`config.mk`:
```
export PLATFORM = sky130hd
export DESIGN_NAME = stream_rr_merge
export DESIGN_NICKNAME = d
export VERILOG_FILES = /design/src/rtl/stream_merge_pkg.sv /design/src/rtl/rr_priority_pick.sv /design/src/rtl/stream_rr_merge.sv
export SDC_FILE = /design/constraint.sdc
export NUM_CORES = 1
export LEC_CHECK = 0
export CAP_MARGIN = 15
export CORE_UTILIZATION = 40
export DETAILED_ROUTE_END_ITERATION = 12
export HOLD_SLACK_MARGIN = 0.03
export PLACE_DENSITY = 0.94
export SYNTH_ARGS = -nofsm -noshare
export SYNTH_HDL_FRONTEND = slang
export SYNTH_SLANG_ARGS = --single-unit
```
`constraint.sdc`:
```
create_clock -name clk -period 3.5 [get_ports clk]
set_clock_uncertainty 0.05 [all_clocks]
set_input_delay 0.525 -clock clk [delete_from_list [all_inputs] [get_ports clk]]
set_output_delay 0.525 -clock clk [all_outputs]
set_load 0.01 [all_outputs]
```
`src/rtl/stream_merge_pkg.sv`:
```
// Shared definitions for the round-robin stream merger: FSM encoding and the
// rotating-priority winner search used by rr_priority_pick.
package stream_merge_pkg;

    typedef enum logic {
        IDLE  = 1'b0,
        GRANT = 1'b1
    } state_t;

    localparam int RR_MAX_PORTS = 16;

    // Returns the first requesting index found scanning ptr, ptr+1, ... mod n.
    // Returns 0 when nothing is requesting; callers qualify with |req.
    function automatic logic [3:0] rr_pick(input logic [15:0] req,
                                           input logic [3:0]  ptr,
                                           input logic [4:0]  n);
        logic [3:0] idx;
        logic       found;
        logic [4:0] k;
        idx   = '0;
        found = 1'b0;
        for (int i = 0; i < RR_MAX_PORTS; i++) begin
            // ptr < n and i < n, so one conditional subtract is a full modulo
            k = {1'b0, ptr} + 5'(i);
            if (k >= n) begin
                k = k - n;
            end
            if ((5'(i) < n) && !found && req[k[3:0]]) begin
                idx   = k[3:0];
                found = 1'b1;
            end
        end
        return idx;
    endfunction

endpackage

```
`src/rtl/rr_priority_pick.sv`:
```
// Combinational rotating priority encoder: picks the first set bit of req
// starting at ptr and wrapping modulo NUM_PORTS.
module rr_priority_pick
    import stream_merge_pkg::*;
#(
    parameter int NUM_PORTS = 4,
    parameter int ID_WIDTH  = $clog2(NUM_PORTS)
) (
    input  logic [NUM_PORTS-1:0] req,
    input  logic [ID_WIDTH-1:0]  ptr,
    output logic                 valid,
    output logic [ID_WIDTH-1:0]  idx
);

    logic [3:0] pick;

    // Widen to the package search width and narrow the result back.
    always_comb begin
        pick  = rr_pick(16'(req), 4'(ptr), 5'(NUM_PORTS));
        valid = |req;
        idx   = ID_WIDTH'(pick);
    end

endmodule

```
`src/rtl/stream_rr_merge.sv`:
```
// N-to-1 round-robin merger of FWFT FIFO read ports into one FIFO write port.
// A grant is held for up to MAX_BURST words; each new grant costs one bubble.
// Optional build macro STREAM_RR_MERGE_STALL_CNT_EN adds a saturating 32-bit
// count of cycles in which a held output word is blocked by out_full_n=0.
//
//   state | meaning
//   ------+--------------------------------------------------------------
//   IDLE  | searching for the next non-empty port from rr_ptr; no pops
//   GRANT | popping the granted port while the output stage is free
module stream_rr_merge
    import stream_merge_pkg::*;
#(
    parameter int NUM_PORTS  = 4,
    parameter int DATA_WIDTH = 32,
    parameter int MAX_BURST  = 4,
    parameter int ID_WIDTH   = $clog2(NUM_PORTS)
) (
    input  logic                            clk,
    input  logic                            reset,
    input  logic [NUM_PORTS-1:0]            in_empty_n,
    output logic [NUM_PORTS-1:0]            in_read,
    input  logic [NUM_PORTS*DATA_WIDTH-1:0] in_dout,
    input  logic                            out_full_n,
    output logic                            out_write,
    output logic [DATA_WIDTH-1:0]           out_din,
    output logic [ID_WIDTH-1:0]             out_id
`ifdef STREAM_RR_MERGE_STALL_CNT_EN
    ,
    output logic [31:0]                     stall_cnt
`endif
);

    localparam int                     CNT_W    = $clog2(MAX_BURST + 1);
    localparam logic [CNT_W-1:0]       LAST_CNT = CNT_W'(MAX_BURST - 1);
    localparam logic [ID_WIDTH-1:0]    LAST_ID  = ID_WIDTH'(NUM_PORTS - 1);

    state_t                  state_q, state_d;
    logic [ID_WIDTH-1:0]     grant_q, grant_d;
    logic [ID_WIDTH-1:0]     rr_ptr_q, rr_ptr_d;
    logic [CNT_W-1:0]        burst_cnt_q, burst_cnt_d;
    logic                    out_write_q, out_write_d;
    logic [DATA_WIDTH-1:0]   out_din_q, out_din_d;
    logic [ID_WIDTH-1:0]     out_id_q, out_id_d;

    logic                    stage_free;
    logic                    pop;
    logic                    release_grant;
    logic                    pick_valid;
    logic [ID_WIDTH-1:0]     pick_idx;
    logic [DATA_WIDTH-1:0]   grant_dout;

    rr_priority_pick #(
        .NUM_PORTS (NUM_PORTS),
        .ID_WIDTH  (ID_WIDTH)
    ) u_pick (
        .req   (in_empty_n),
        .ptr   (rr_ptr_q),
        .valid (pick_valid),
        .idx   (pick_idx)
    );

    // Pop decode: only the granted port, only into a free output stage, never during reset.
    always_comb begin
        stage_free       = ~out_write_q | out_full_n;
        grant_dout       = in_dout[grant_q*DATA_WIDTH +: DATA_WIDTH];
        pop              = (state_q == GRANT) & in_empty_n[grant_q] & stage_free & ~reset;
        in_read          = '0;
        in_read[grant_q] = pop;
    end

    // Next-state, grant/burst bookkeeping and output-stage load.
    always_comb begin
        state_d       = state_q;
        grant_d       = grant_q;
        rr_ptr_d      = rr_ptr_q;
        burst_cnt_d   = burst_cnt_q;
        out_write_d   = out_write_q;
        out_din_d     = out_din_q;
        out_id_d      = out_id_q;
        release_grant = 1'b0;

        // A held word leaves whenever the stage is free; a pop below refills it.
        if (stage_free) begin
            out_write_d = 1'b0;
        end

        case (state_q)
            IDLE: begin
                if (pick_valid) begin
                    grant_d     = pick_idx;
                    burst_cnt_d = '0;
                    state_d     = GRANT;
                end
            end
            GRANT: begin
                if (pop) begin
                    out_write_d = 1'b1;
                    out_din_d   = grant_dout;
                    out_id_d    = grant_q;
                    burst_cnt_d = burst_cnt_q + 1'b1;
                    if (burst_cnt_q == LAST_CNT) begin
                        release_grant = 1'b1;
                    end
                end else if (stage_free && !in_empty_n[grant_q]) begin
                    // Backpressure alone keeps the grant; only a dry port releases early.
                    release_grant = 1'b1;
                end
                if (release_grant) begin
                    state_d  = IDLE;
                    rr_ptr_d = (grant_q == LAST_ID) ? '0 : grant_q + 1'b1;
                end
            end
            default: state_d = IDLE;
        endcase
    end

    // State and output registers; reset drops any held output word.
    always_ff @(posedge clk) begin
        if (reset) begin
            state_q     <= IDLE;
            grant_q     <= '0;
            rr_ptr_q    <= '0;
            burst_cnt_q <= '0;
            out_write_q <= 1'b0;
            out_din_q   <= '0;
            out_id_q    <= '0;
        end else begin
            state_q     <= state_d;
            grant_q     <= grant_d;
            rr_ptr_q    <= rr_ptr_d;
            burst_cnt_q <= burst_cnt_d;
            out_write_q <= out_write_d;
            out_din_q   <= out_din_d;
            out_id_q    <= out_id_d;
        end
    end

    assign out_write = out_write_q;
    assign out_din   = out_din_q;
    assign out_id    = out_id_q;

`ifdef STREAM_RR_MERGE_STALL_CNT_EN
    logic [31:0] stall_cnt_q, stall_cnt_d;

    // Count blocked-output cycles, saturating at all ones.
    always_comb begin
        stall_cnt_d = stall_cnt_q;
        if (out_write_q && !out_full_n && (stall_cnt_q != 32'hFFFF_FFFF)) begin
            stall_cnt_d = stall_cnt_q + 32'd1;
        end
    end

    // Stall counter register.
    always_ff @(posedge clk) begin
        if (reset) begin
            stall_cnt_q <= '0;
        end else begin
            stall_cnt_q <= stall_cnt_d;
        end
    end

    assign stall_cnt = stall_cnt_q;
`endif

endmodule

```
# After elaboration in Yosys (flattened, before gate mapping)
# Cells that the tools add are included.
dict set report word_totals {
  input_bits 135
  regBits 43
  out_inout_bits 39
  elab_cells 90
}
dict set report classes {
  n_shift 1
  magnitude_cmp 10
  n_mux 37
  n_addsub 9
  n_reduce_logical 14
  bitwise 8
  eq_ne 4
}
# cell count
set ops {}
lappend ops {{$shiftx A128 B8 Y32} 1}
lappend ops {{$lt A4 B5 Y1 const B} 4}
lappend ops {{$mux W1} 18}
lappend ops {{$bmux W1 S4} 4}
lappend ops {{$mux W4} 4}
lappend ops {{$ge A5 B3 Y1 const B} 3}
lappend ops {{$sub A4 B3 Y4 const B} 3}
lappend ops {{$mux W2} 5}
lappend ops {{$reduce_and A2 Y1} 4}
lappend ops {{$add A2 B2 Y3 const B} 2}
lappend ops {{$mux W3} 2}
lappend ops {{$pmux W3 S2} 1}
lappend ops {{$logic_and A1 B1 Y1} 5}
lappend ops {{$and A4 B4 Y4} 1}
lappend ops {{$logic_not A1 Y1} 4}
lappend ops {{$reduce_or A4 Y1} 1}
lappend ops {{$sub A2 B3 Y4 const B} 1}
lappend ops {{$add A2 B1 Y3 const B} 1}
lappend ops {{$add A3 B1 Y3 const B} 1}
lappend ops {{$and A1 B1 Y1} 3}
lappend ops {{$eq A3 B2 Y1 const B} 1}
lappend ops {{$ge A2 B3 Y1 const B} 1}
lappend ops {{$lt A2 B3 Y1 const B} 1}
lappend ops {{$not A1 Y1} 3}
lappend ops {{9 further kinds} 9}

# Depth between registers and ports, before layout
dict set report logic_depth {
  word_depth 14
  mapped_depth 7
  ltp_nobuf 6
}

# Hierarchy
# A second synthesis with hierarchy kept.
dict set report hier_totals {
  hier_cells 281
  area_unflattened_um2 2976.6
}
# mod n_inst area_each_um2 seq_area_each_um2 cells_each
set by_module_without_submodules {}
lappend by_module_without_submodules {stream_rr_merge 1 2678.8 860.8 246}
lappend by_module_without_submodules {rr_priority_pick 1 297.8 0.0 35}

# Worst setup path after synthesis
# Ideal clock, no wire load.
dict set report synth_timing {
  path_kind {register to output}
  startpoint {reg grant_q[0]}
  endpoint {out in_read[1]}
  path_stages_with_launch 6
  arrival_ns 1.496
  required_time_ns 2.925
  setup_slack_ns 1.429
  path_buffers 2
  path_cell_list {dfxtp_1 > buf_4 > mux4_2 > nand3_2 > buf_2 > nor3b_1}
}
dict set report synth_via {
  elab_chain_cells 6
  elab_cells_between_ends 11
  classes_between {2 x order compare; 4 x mux; 4 x bitwise; 1 x reduce/logical}
}
# element line_no
set synth_rtl {}
lappend synth_rtl {{from (decl)} stream_rr_merge.sv:38} ;# logic [ID_WIDTH-1:0] grant_q, grant_d;
lappend synth_rtl {{from (signal assigned)} stream_rr_merge.sv:129} ;# grant_q <= grant_d;
lappend synth_rtl {{$bmux W1 S2} stream_rr_merge.sv:66} ;# pop = (state_q == GRANT) & in_empty_n[grant_q] & stage_free & ~reset;
lappend synth_rtl {{$mux W1 (not written as such)} stream_rr_merge.sv:66}
lappend synth_rtl {{$and A1 B1 Y1 (3 in series)} stream_rr_merge.sv:66}
lappend synth_rtl {{$and A4 B4 Y4 (no source line) (*)} n/a}
lappend synth_rtl {{to (decl)} stream_rr_merge.sv:21} ;# output logic [NUM_PORTS-1:0] in_read,
# Mark *: on every way between the ends. The rest lies on a longest branch, timed or not. The select of a mux whose other input is x is not followed.

# Final worst setup path
dict set report layout_timing {
  startpoint {in in_empty_n[2]}
  endpoint {out in_read[1]}
}
dict set report layout_via {
  elab_chain_cells 6
}
# element line_no
set layout_rtl {}
lappend layout_rtl {{from (decl)} stream_rr_merge.sv:20} ;# input logic [NUM_PORTS-1:0] in_empty_n,
lappend layout_rtl {{$bmux W1 S2} stream_rr_merge.sv:66}
lappend layout_rtl {{$mux W1 (not written as such)} stream_rr_merge.sv:66}
lappend layout_rtl {{$and A1 B1 Y1 (3 in series)} stream_rr_merge.sv:66}
lappend layout_rtl {{$and A4 B4 Y4 (no source line)} n/a}
# Every way passes these cells. The select of a mux whose other input is x is not followed.

==> results.toml <==
[cells_and_area]
areaGrowthSynthToFinish_pct = 65.9
layout_commonest_cell = "clkdlybuf4s50_1"
multiInputGateArea_sq_mm = 0.00174
nets = 587
final_cell_mix = "172 x clkdlybuf4s50_1, 72 x nand2_1, 41 x dfxtp_1"
fillers = 447
fin_area_sq_mm = 0.00457
seq_area_sq_um = 863
insertedDiodeCount = 0
drive_above_1_share_pct = 13.3

[drt]
avgViaCountPerCell = 5.38
dr.pass1.iters = 4
drt_wl_total_microns = 8310
post_drt_wl_per_cell_microns = 16.0
vias = 2795
ant_nets = 0
drt_iter0_markers = 89
drcViolationCount = 0

[global_routing]
track_usage_pct = 23.1
grt_pass1_vias = 2899
grt_overflow_total = 0
grt_max_degree = 50
grt_pass1_wl_microns = 13200
antenna_found_initial = 0

[synth]
yosys-mux-area-fraction_pct = 29.2
yosys.area_share.xor_xnor_pct = 0
synth_area_leaders = "dfxtp_1 31%, mux4_2 28%, nand2_1 9.8%, a21oi_1 7.1%, ha_1 4.5%"
yosys_warnings = 0
ys_ff_latch = 43
synthSimpleGateAreaFrac_pct = 16.8
synth_nets = 424
avgSynthCellArea_sq_um = 9.88
seq_area_frac_synth_pct = 31.2
yosysTopAreaCell = "dfxtp_1"
synth-main-ff-cell = "dfxtp_1"
ys_types = 39
syn_inst = 279
synthAdderAreaFrac_pct = 4.54
synth_edf_count = 0
synth_compound_area_share_pct = 12.7
synthArstFlopShare_pct = 0
syn-cell-area_sq_mm = 0.00276
synth_top_family_by_area = "multiplexers"
synth_top_area_share_pct = 31.2

[critical_path]
worst_r2r_startpoint = "rr_ptr_q[0]"
cp_max_fo = 7
crit_path_end_kind = "output pin"
crit_type = "primary input to output pin"
startpoint_type = "primary input"
required_ns = 2.92
crit_start = "in_empty_n[2]"
arrival_ns = 2.46

[die]
start_util_pct = 42.5
coreArea_sq_mm = 0.00649
ios = 174
die_x_microns = 85.0
fp.dieH_microns = 85.0
num_rows = 29
dieArea_sq_mm = 0.00723

[clock_tree]
cts_buffer_depth = 2
clockRootBuffer = "clkbuf_8"
cts_hold_buf = 0
cts_setup_buffers = 0
clk_pin_slew_ns = 0.08
cts_sinks = 43
htreeDepth = 2
cts_tree = "yes"
ctsResizeCount = 0
cts_made_buffers = 5
clk_latency_ns = 0.28

[outcome]
status = "completed"

[timing]
finalCritPeriodShare_pct = 86.8
rsz0062_at_grt = "no"
layout_setup_ws_ns = 0.463
slew_headroom_pct = 42.7
hold_viol = 0
drv_slew = 0
fin_crit_ns = 3.04
fmax_ghz = 0.329
setup_viol = 0
tightest_slew_ns = 0.860
setup_tns_ns = 0

[placed_design]
placed_cell_area_sq_mm = 0.00449
port_buffers = 173
routabilityCongestion = 0.850
dp_slack_ns = 0.461
hpwl_microns = 6500

[hold_path]
hp-start = "out_din[29]"
hp-class = "flip-flop to flip-flop"

[power_and_ir_drop]
p_per_area_mw_per_mm2 = 341
p_leak_nw = 1.58
vdd_drop_max_v = 0.000176
finalPower_mw = 1.56

[job]
cap_violations = 0
## metal layers
layer	part of all wire, %	global-route usage, %	vias to the layer above	wire length (microns)
met4	0.96	5.86	0	80
met5	0	0	-	0
met2	54	44.7	131	4530
li1	-	-	1334	-
met1	37	24.7	1324	3110
met3	7.1	5.84	6	593
## registers in the layout (all words and copies together), names as in the netlist
register     cells
out_din         32
grant_q          2
burst_cnt_q      3
rr_ptr_q         2
out_write        1
out_id           2
state_q          1
## critical path: stages
cell and delay (ns):
clkdlybuf4s50_1 0.60, mux4_2 0.36, nand3_2 0.16, nor3b_1 0.23, clkdlybuf4s50_1 0.59
## cells by family after synthesis
kind of cell | after synthesis
AOI/OAI and AO/OA | 56
adders and majority gates | 10
buffers and inverters | 29
DFF | 43
muxes | 38
and+or+nand+nor | 103
## layout make-up
| cell class | instances | area share [%] |
|---|---|---|
| well taps | 77 | 2.11 |
| multi-input cells | 207 | 38.1 |
| repair buffers | 178 | 38.6 |
| clock buffers | 7 | 1.67 |
| inverters | 7 | 0.574 |
| flip-flops and latches | 43 | 18.9 |
| clock inverters | 1 | 0.109 |
## stage by stage
step	hold slack (ns)	utilization [%]	instances
finish	0.405	70.4	520
global route	0.428	70.4	520
CTS	0.408	70.4	520
detailed placement	0.396	69.2	512
global placement	0.392	69.2	512
floorplan	0.398	-	279
## synth_stat cells, types with 2 or more instances
cell and instances:
ha_1 10, buf_2 9, or3_2 3, a211oi_1 3
nor3b_1 4, mux2i_1 4, inv_1 7, nand2b_1 4
a21oi_1 39, clkbuf_1 7, mux4_2 34, o31ai_1 2
nor2_1 7, nand2_1 72, nand3_1 3, dfxtp_1 43
buf_6 4, o21ai_0 3
## worst paths after layout
check,end,slack [ns],cells after the start
max,in_read[1],0.46,5
min,out_din[29],0.40,2
max reg2reg,grant_q[0],1.02,6
min reg2reg,out_din[29],0.40,2
## report_power, final
group / switching, mW / total [mW] / internal [mW]
clock: 0.158 / 0.298 / 0.140
sequential: 0.0437 / 0.585 / 0.541
combinational: 0.274 / 0.679 / 0.405
total: 0.476 / 1.56 / 1.09
(Power assumes the default switching activity.)
